--- src/rtl/regfile_pkg.sv ---
`default_nettype none
// ============================================================================
// Module      : regfile_pkg
// Description : Shared defaults for the register file / scoreboard slice:
//               data, index and pending-counter widths, plus the index of the
//               hardwired zero register.
// Revision    : 1.0 - initial release
// ============================================================================
package regfile_pkg;

  localparam int DEF_DATA_W = 32;
  localparam int DEF_ADDR_W = 5;
  localparam int DEF_CNT_W  = 2;

  // Register index that always reads as zero and is never reserved.
  localparam int ZERO_REG   = 0;

endpackage : regfile_pkg
`default_nettype wire

--- src/rtl/rf_scoreboard.sv ---
`default_nettype none
// ============================================================================
// Module      : rf_scoreboard
// Description : Per-register pending-write counters. Issue reserves a
//               destination (increment), writeback releases it (decrement).
//               Produces the reservation grant and raw busy flags for two
//               read ports, plus a per-port "last release" flag that lets the
//               top level clear busy when the final pending write is being
//               forwarded in the same cycle.
// Ports       : clk, reset      - clock, asynchronous active-high reset
//               rsv_en/rsv_addr - reservation request from issue
//               rsv_grant       - reservation accepted (combinational)
//               wr_en/wr_addr   - writeback strobe / index (releases one)
//               rd_addr1/2      - read port indices
//               raw_busy1/2     - pending counter of that register is nonzero
//               last_rel1/2     - this cycle's writeback drains it from 1 to 0
// Revision    : 1.0 - initial release
// ============================================================================
module rf_scoreboard
  import regfile_pkg::*;
#(
  parameter int ADDR_W = DEF_ADDR_W,
  parameter int CNT_W  = DEF_CNT_W
) (
  input  logic              clk,
  input  logic              reset,
  input  logic              rsv_en,
  input  logic [ADDR_W-1:0] rsv_addr,
  output logic              rsv_grant,
  input  logic              wr_en,
  input  logic [ADDR_W-1:0] wr_addr,
  input  logic [ADDR_W-1:0] rd_addr1,
  input  logic [ADDR_W-1:0] rd_addr2,
  output logic              raw_busy1,
  output logic              raw_busy2,
  output logic              last_rel1,
  output logic              last_rel2
);

  localparam int DEPTH = 2 ** ADDR_W;

  localparam logic [CNT_W-1:0]  c_cnt_max  = '1;
  localparam logic [CNT_W-1:0]  c_cnt_one  = CNT_W'(1);
  localparam logic [ADDR_W-1:0] c_zero_reg = ADDR_W'(ZERO_REG);

  logic [CNT_W-1:0] r_cnt     [DEPTH];
  logic [CNT_W-1:0] w_cnt_nxt [DEPTH];

  logic w_rsv_release;
  logic w_inc_ok;
  logic w_dec_ok;

  // A full counter can still take a reservation when the same register is
  // being released this cycle: the net count does not change.
  always_comb begin
    w_rsv_release = wr_en && (wr_addr == rsv_addr) && (r_cnt[rsv_addr] != '0);
    rsv_grant     = (rsv_addr == c_zero_reg) ||
                    (r_cnt[rsv_addr] != c_cnt_max) ||
                    w_rsv_release;
    // Zero register never counts; a writeback to an idle register is legal
    // and must not underflow.
    w_inc_ok      = rsv_en && rsv_grant && (rsv_addr != c_zero_reg);
    w_dec_ok      = wr_en && (wr_addr != c_zero_reg) && (r_cnt[wr_addr] != '0);
  end

  always_comb begin
    for (int i = 0; i < DEPTH; i++) begin
      w_cnt_nxt[i] = r_cnt[i];
      if (w_inc_ok && (rsv_addr == ADDR_W'(i)) &&
          !(w_dec_ok && (wr_addr == ADDR_W'(i)))) begin
        w_cnt_nxt[i] = r_cnt[i] + c_cnt_one;
      end else if (w_dec_ok && (wr_addr == ADDR_W'(i)) &&
                   !(w_inc_ok && (rsv_addr == ADDR_W'(i)))) begin
        w_cnt_nxt[i] = r_cnt[i] - c_cnt_one;
      end
    end
    w_cnt_nxt[ZERO_REG] = '0;
  end

  always_ff @(posedge clk or posedge reset) begin
    if (reset) begin
      for (int i = 0; i < DEPTH; i++) begin
        r_cnt[i] <= '0;
      end
    end else begin
      for (int i = 0; i < DEPTH; i++) begin
        r_cnt[i] <= w_cnt_nxt[i];
      end
    end
  end

  // Busy reflects registered state only; a reservation made this cycle shows
  // up one cycle later.
  always_comb begin
    raw_busy1 = (rd_addr1 != c_zero_reg) && (r_cnt[rd_addr1] != '0);
    raw_busy2 = (rd_addr2 != c_zero_reg) && (r_cnt[rd_addr2] != '0);
    last_rel1 = wr_en && (rd_addr1 != c_zero_reg) && (wr_addr == rd_addr1) &&
                (r_cnt[rd_addr1] == c_cnt_one) &&
                !(rsv_en && rsv_grant && (rsv_addr == rd_addr1));
    last_rel2 = wr_en && (rd_addr2 != c_zero_reg) && (wr_addr == rd_addr2) &&
                (r_cnt[rd_addr2] == c_cnt_one) &&
                !(rsv_en && rsv_grant && (rsv_addr == rd_addr2));
  end

endmodule : rf_scoreboard
`default_nettype wire

--- src/rtl/regfile_scoreboard.sv ---
`default_nettype none
// ============================================================================
// Module      : regfile_scoreboard
// Description : 2-read / 1-write register file with optional write-to-read
//               bypass and a per-register pending-write scoreboard. Register 0
//               reads as zero and ignores writes and reservations.
// Ports       : clk, reset          - clock, asynchronous active-high reset
//               rd_addr1/2          - read indices
//               rd_data1/2          - read data (combinational)
//               rd_busy1/2          - pending-write flag (combinational)
//               wr_en/wr_addr/wr_data - writeback; also releases one pending
//               rsv_en/rsv_addr     - reservation request from issue
//               rsv_grant           - reservation accepted (combinational)
// Revision    : 1.0 - initial release
// ============================================================================
module regfile_scoreboard
  import regfile_pkg::*;
#(
  parameter int DATA_W = DEF_DATA_W,
  parameter int ADDR_W = DEF_ADDR_W,
  parameter int CNT_W  = DEF_CNT_W,
  parameter int BYPASS = 1
) (
  input  logic              clk,
  input  logic              reset,
  input  logic [ADDR_W-1:0] rd_addr1,
  output logic [DATA_W-1:0] rd_data1,
  output logic              rd_busy1,
  input  logic [ADDR_W-1:0] rd_addr2,
  output logic [DATA_W-1:0] rd_data2,
  output logic              rd_busy2,
  input  logic              wr_en,
  input  logic [ADDR_W-1:0] wr_addr,
  input  logic [DATA_W-1:0] wr_data,
  input  logic              rsv_en,
  input  logic [ADDR_W-1:0] rsv_addr,
  output logic              rsv_grant
);

  localparam int DEPTH = 2 ** ADDR_W;

  localparam logic [ADDR_W-1:0] c_zero_reg = ADDR_W'(ZERO_REG);

  logic [DATA_W-1:0] r_mem [DEPTH];

  logic w_raw_busy1;
  logic w_raw_busy2;
  logic w_last_rel1;
  logic w_last_rel2;
  logic w_fwd1;
  logic w_fwd2;

  // --------------------------------------------------------------------------
  // Data array
  // --------------------------------------------------------------------------
  always_ff @(posedge clk or posedge reset) begin
    if (reset) begin
      for (int i = 0; i < DEPTH; i++) begin
        r_mem[i] <= '0;
      end
    end else if (wr_en && (wr_addr != c_zero_reg)) begin
      r_mem[wr_addr] <= wr_data;
    end
  end

  // --------------------------------------------------------------------------
  // Scoreboard
  // --------------------------------------------------------------------------
  rf_scoreboard #(
    .ADDR_W (ADDR_W),
    .CNT_W  (CNT_W)
  ) u_sb (
    .clk       (clk),
    .reset     (reset),
    .rsv_en    (rsv_en),
    .rsv_addr  (rsv_addr),
    .rsv_grant (rsv_grant),
    .wr_en     (wr_en),
    .wr_addr   (wr_addr),
    .rd_addr1  (rd_addr1),
    .rd_addr2  (rd_addr2),
    .raw_busy1 (w_raw_busy1),
    .raw_busy2 (w_raw_busy2),
    .last_rel1 (w_last_rel1),
    .last_rel2 (w_last_rel2)
  );

  // --------------------------------------------------------------------------
  // Bypass select. Forwarding is suppressed while reset is asserted so the
  // read ports hold zero for the whole reset window.
  // --------------------------------------------------------------------------
  generate
    if (BYPASS != 0) begin : g_bypass
      assign w_fwd1 = !reset && wr_en && (wr_addr == rd_addr1);
      assign w_fwd2 = !reset && wr_en && (wr_addr == rd_addr2);
    end else begin : g_no_bypass
      assign w_fwd1 = 1'b0;
      assign w_fwd2 = 1'b0;
    end
  endgenerate

  always_comb begin
    rd_data1 = '0;
    if (rd_addr1 != c_zero_reg) begin
      rd_data1 = w_fwd1 ? wr_data : r_mem[rd_addr1];
    end
    rd_data2 = '0;
    if (rd_addr2 != c_zero_reg) begin
      rd_data2 = w_fwd2 ? wr_data : r_mem[rd_addr2];
    end
  end

  // When the final pending write is forwarded this cycle the operand is
  // already usable, so the consumer need not stall. Without bypass the data
  // only lands next cycle, so busy stays up until the counter drains.
  always_comb begin
    rd_busy1 = w_raw_busy1 && !(w_fwd1 && w_last_rel1);
    rd_busy2 = w_raw_busy2 && !(w_fwd2 && w_last_rel2);
  end

endmodule : regfile_scoreboard
`default_nettype wire
--- config.mk ---
export PLATFORM = sky130hd
export DESIGN_NAME = regfile_scoreboard
export DESIGN_NICKNAME = d
export VERILOG_FILES = /design/src/rtl/regfile_pkg.sv /design/src/rtl/rf_scoreboard.sv /design/src/rtl/regfile_scoreboard.sv
export SDC_FILE = /design/constraint.sdc
export NUM_CORES = 2
export LEC_CHECK = 0
export ABC_CLOCK_PERIOD_IN_PS = 58700
export CAP_MARGIN = 10
export CORE_ASPECT_RATIO = 0.9
export CORE_MARGIN = 2
export CORE_UTILIZATION = 41
export DETAILED_ROUTE_END_ITERATION = 8
export PLACE_DENSITY = 0.57
export SLEW_MARGIN = 15
export SYNTH_ARGS = -nofsm -noshare
export SYNTH_HDL_FRONTEND = slang
export SYNTH_SLANG_ARGS = --single-unit
--- constraint.sdc ---
create_clock -name clk -period 58.7 [get_ports clk]
set_input_delay 5.87 -clock clk [delete_from_list [all_inputs] [get_ports clk]]
set_output_delay 5.87 -clock clk [all_outputs]
set_load 0.03 [all_outputs]
==> summary.txt <==
Synth
  • Post-synthesis sequential area ratio: 0.4610
  • Syn_nets: 4226
  • Yosys Warn Count: 0
  • Async S/R FF share, synth: 1.000
  • Yosys top cell by area: dfrtp_1
  • Top-area cell type share of the netlist area: 0.4610
  • Syn Std Cell Area: 58950 um2
  • Number of synthesized flops with an enable pin: 0
  • Post-synthesis area per instance: 14.24 um2
  • Distinct cell type count after synthesis: 62
  • Synthesized netlist cell count: 4139
  • Predominant post-synthesis flop cell: dfrtp_1
  • Yosys reg bits: 1086
  • Synth area leaders: dfrtp_1 (46%), mux4_2 (21%), mux2_2 (16%)

Route
  • Residual DRC: 0
  • ANT nets after route: 0
  • Routed via count: 38170
  • 1st-iter DRT viols: 3697
  • Drt wl/cell: 30.95 um
  • Drt via density: 6.373
  • Drt pass-1 iters: 5
  • DRT Wirelength: 185400 um

Clocking
  • Inserted Clock Buffers: 114
  • Clk sinks: 1086
  • CTS hold repair buffers: 0
  • Worst-Skew Late Latency: 750 ps
  • Post-cts resize count: 0
  • Post-CTS Setup Inserts: 0
  • CTS tree: built
  • Root cell of the clock tree: clkbuf_16
  • H-tree depth: 3
  • CTS Buffer Depth: 3
  • Register clock-pin slew on the reported worst setup and hold paths: 60 ps

Final layout
  • Commonest non-fill, non-tap cells in the layout: dfrtp_1 (1086), mux2_2 (832), mux4_2 (554)
  • Nets: 4118
  • Multi-input gate area: 30110 um2
  • Area delta synth->final: 11.20%
  • FILL cells: 12590
  • Ant. Diodes: 0
  • Final Cell Area: 65560 um2
  • Reg area: 27180 um2
  • Commonest non-fill, non-tap cell in the layout: dfrtp_1
  • Final std cells w/o fill: 5989
  • Layout cells sized above 1: 0.4257

STA
  • Tcrit/Tclk final: 0.2832
  • Final Skew: 11.72 ps
  • Fmax: 60.15 MHz
  • Post-route setup slack: 42070 ps
  • Min Tclk post-route: 16630 ps
  • Slew @ Worst Pin: 1171 ps
  • TNS Setup: 0 ps
  • Slew Limit Fails: 0
  • Fin Hold WS: 393.7 ps
  • RSZ-0062 raised after global routing: no
  • Hold Violations, Final: 0
  • Setup violators final: 0
  • Relative slew slack: 0.2168

GRT
  • Initial antenna violation count: 3
  • Largest net degree at the start of global routing: 180
  • GRT met2 Usage: 0.4051
  • Grt peak-use layer: met2
  • Vias in the first global route: 38850
  • Met3 Track Usage GR: 0.04304
  • Global router's overall resource usage: 0.2546
  • Remaining Overflow, GRT: 0
  • Met1 Use GR: 0.3629
  • First-pass GRT wire length: 275600 um

Floorplanning
  • Starting Density: 0.4144
  • Width of the die: 403.7 um
  • Core area: 142300 um2
  • Die area: 146800 um2
  • I/O Pins: 123
  • Die height: 363.7 um
  • Num rows: 131

Min path
  • HP Start: r_mem[1019]
  • Tightest Hold Check Type: flip-flop to flip-flop

Place
  • IO Port Bufs: 122
  • Hpwl dp: 101700 um
  • Post-Place Cells: 5777
  • Pre-CTS WS: 42130 ps
  • GP Congestion: 0.8252
  • Placed instance area: 61770 um2

Critical path
  • Crit end category: output pin
  • Startpoint types: input pin
  • Critical Path RT: 52830 ps
  • CP startpoint: rd_addr1[1]
  • RR Startpoint: u_sb.r_cnt[44]
  • Worst Path Max Fanout: 77
  • Kind of critical path: input pin to output pin
  • WP data arrival: 10760 ps

Power
  • Worst vdd ir: 0.00002599 V
  • Leak: 27.62 nW
  • Pwr dens: 35.03 nW/um2

Run
  • Max cap viols: 0

Outcome
  • Status: completed
==> cell families (layout without fill, tap and decap cells) <==
kind of cell,count (synthesis),after routing,share of synthesized area
DFF,1086,1086,0.4610
xor gates and xnor gates,118,118,0.01753
and+or+nand+nor,505,505,0.04075
muxes,1515,1515,0.3954
buffers and inverters,464,452,0.03270
adders and majority gates,31,31,0.006579
AOI/OAI and AO/OA,420,420,0.04610
==> flip-flops by register name, indices dropped and copies added (netlist names) <==
signal	cells
r_mem	1024
u_sb.r_cnt	62
==> stage by stage <==
step	power [mW]	util
floorplan	1.412	-
finish	2.297	0.4608
CTS	2.311	0.4609
global route	2.402	0.4608
detailed placement	1.555	0.4342
global placement	1.542	0.4342
==> cell usage after synthesis, drive strengths merged (3+ instances only) <==
| cell | number |
|---|---|
| mux2 | 943 |
| a211oi | 9 |
| xnor2 | 50 |
| a221oi | 4 |
| nor3b | 5 |
| dfrtp | 1086 |
| mux4 | 556 |
| nor2b | 12 |
| buf | 153 |
| nand2 | 116 |
| nor3 | 33 |
| nand3b | 7 |
| ha | 31 |
| a32o | 27 |
| o31ai | 7 |
| nor4 | 16 |
| o22ai | 252 |
| inv | 9 |
| nand2b | 24 |
| a22oi | 7 |
| o221ai | 3 |
| xor2 | 68 |
| mux2i | 16 |
| nand3 | 30 |
| or3b | 6 |
| nor2 | 200 |
| o21ai | 91 |
| or3 | 5 |
| a21oi | 8 |
| nand4 | 38 |
| clkbuf | 301 |
| or2 | 6 |
==> power breakdown <==
group          internal [mW]  total, mW  switching, mW  leakage [nW]
clock network          0.430      0.750          0.320          1.87
registers              0.904       1.04          0.137          13.9
logic                  0.302      0.507          0.205          11.8
total                   1.64       2.30          0.661          27.6
==> layout make-up <==
cell class                      count  area share
Inverter                           10   0.0006871
Multi-Input combinational cell   2589      0.4593
Tap cell                         1862     0.03554
Timing Repair Buffer              230     0.03187
Sequential cell                  1086      0.4145
Clock inverter                     52    0.009027
Clock buffer                      160     0.04907
==> metal layers <==
metal	wire length (um)	part of all wire	vias to the layer above
li1	-	-	15730
met1	81070	0.44	20810
met2	87410	0.47	1349
met3	12010	0.065	284
met4	4856	0.026	2
met5	10	0.000054	-
==> worst paths after layout <==
kind | endpoint | cells past startpoint | slack, ps
max in group asynchronous | r_mem[59] | 5 | 49860
worst min-delay path | r_mem[1019] | 0 | 390
min in group asynchronous | u_sb.r_cnt[15] | 2 | 5620
worst max register to register | u_sb.r_cnt[45] | 9 | 55620
worst max-delay path | rd_data1[9] | 10 | 42070
worst min register to register | r_mem[1019] | 0 | 390
==> critical path, cell delays in order <==
cell	delay, ps
buf_8	540
buf_4	620
buf_4	810
buf_4	830
mux4_2	350
o22ai_1	80
nor2_1	270
nand4_1	130
o21ai_1	300
clkdlybuf4s50_1	760
No activity file was read; power rests on OpenSTA's default activity.
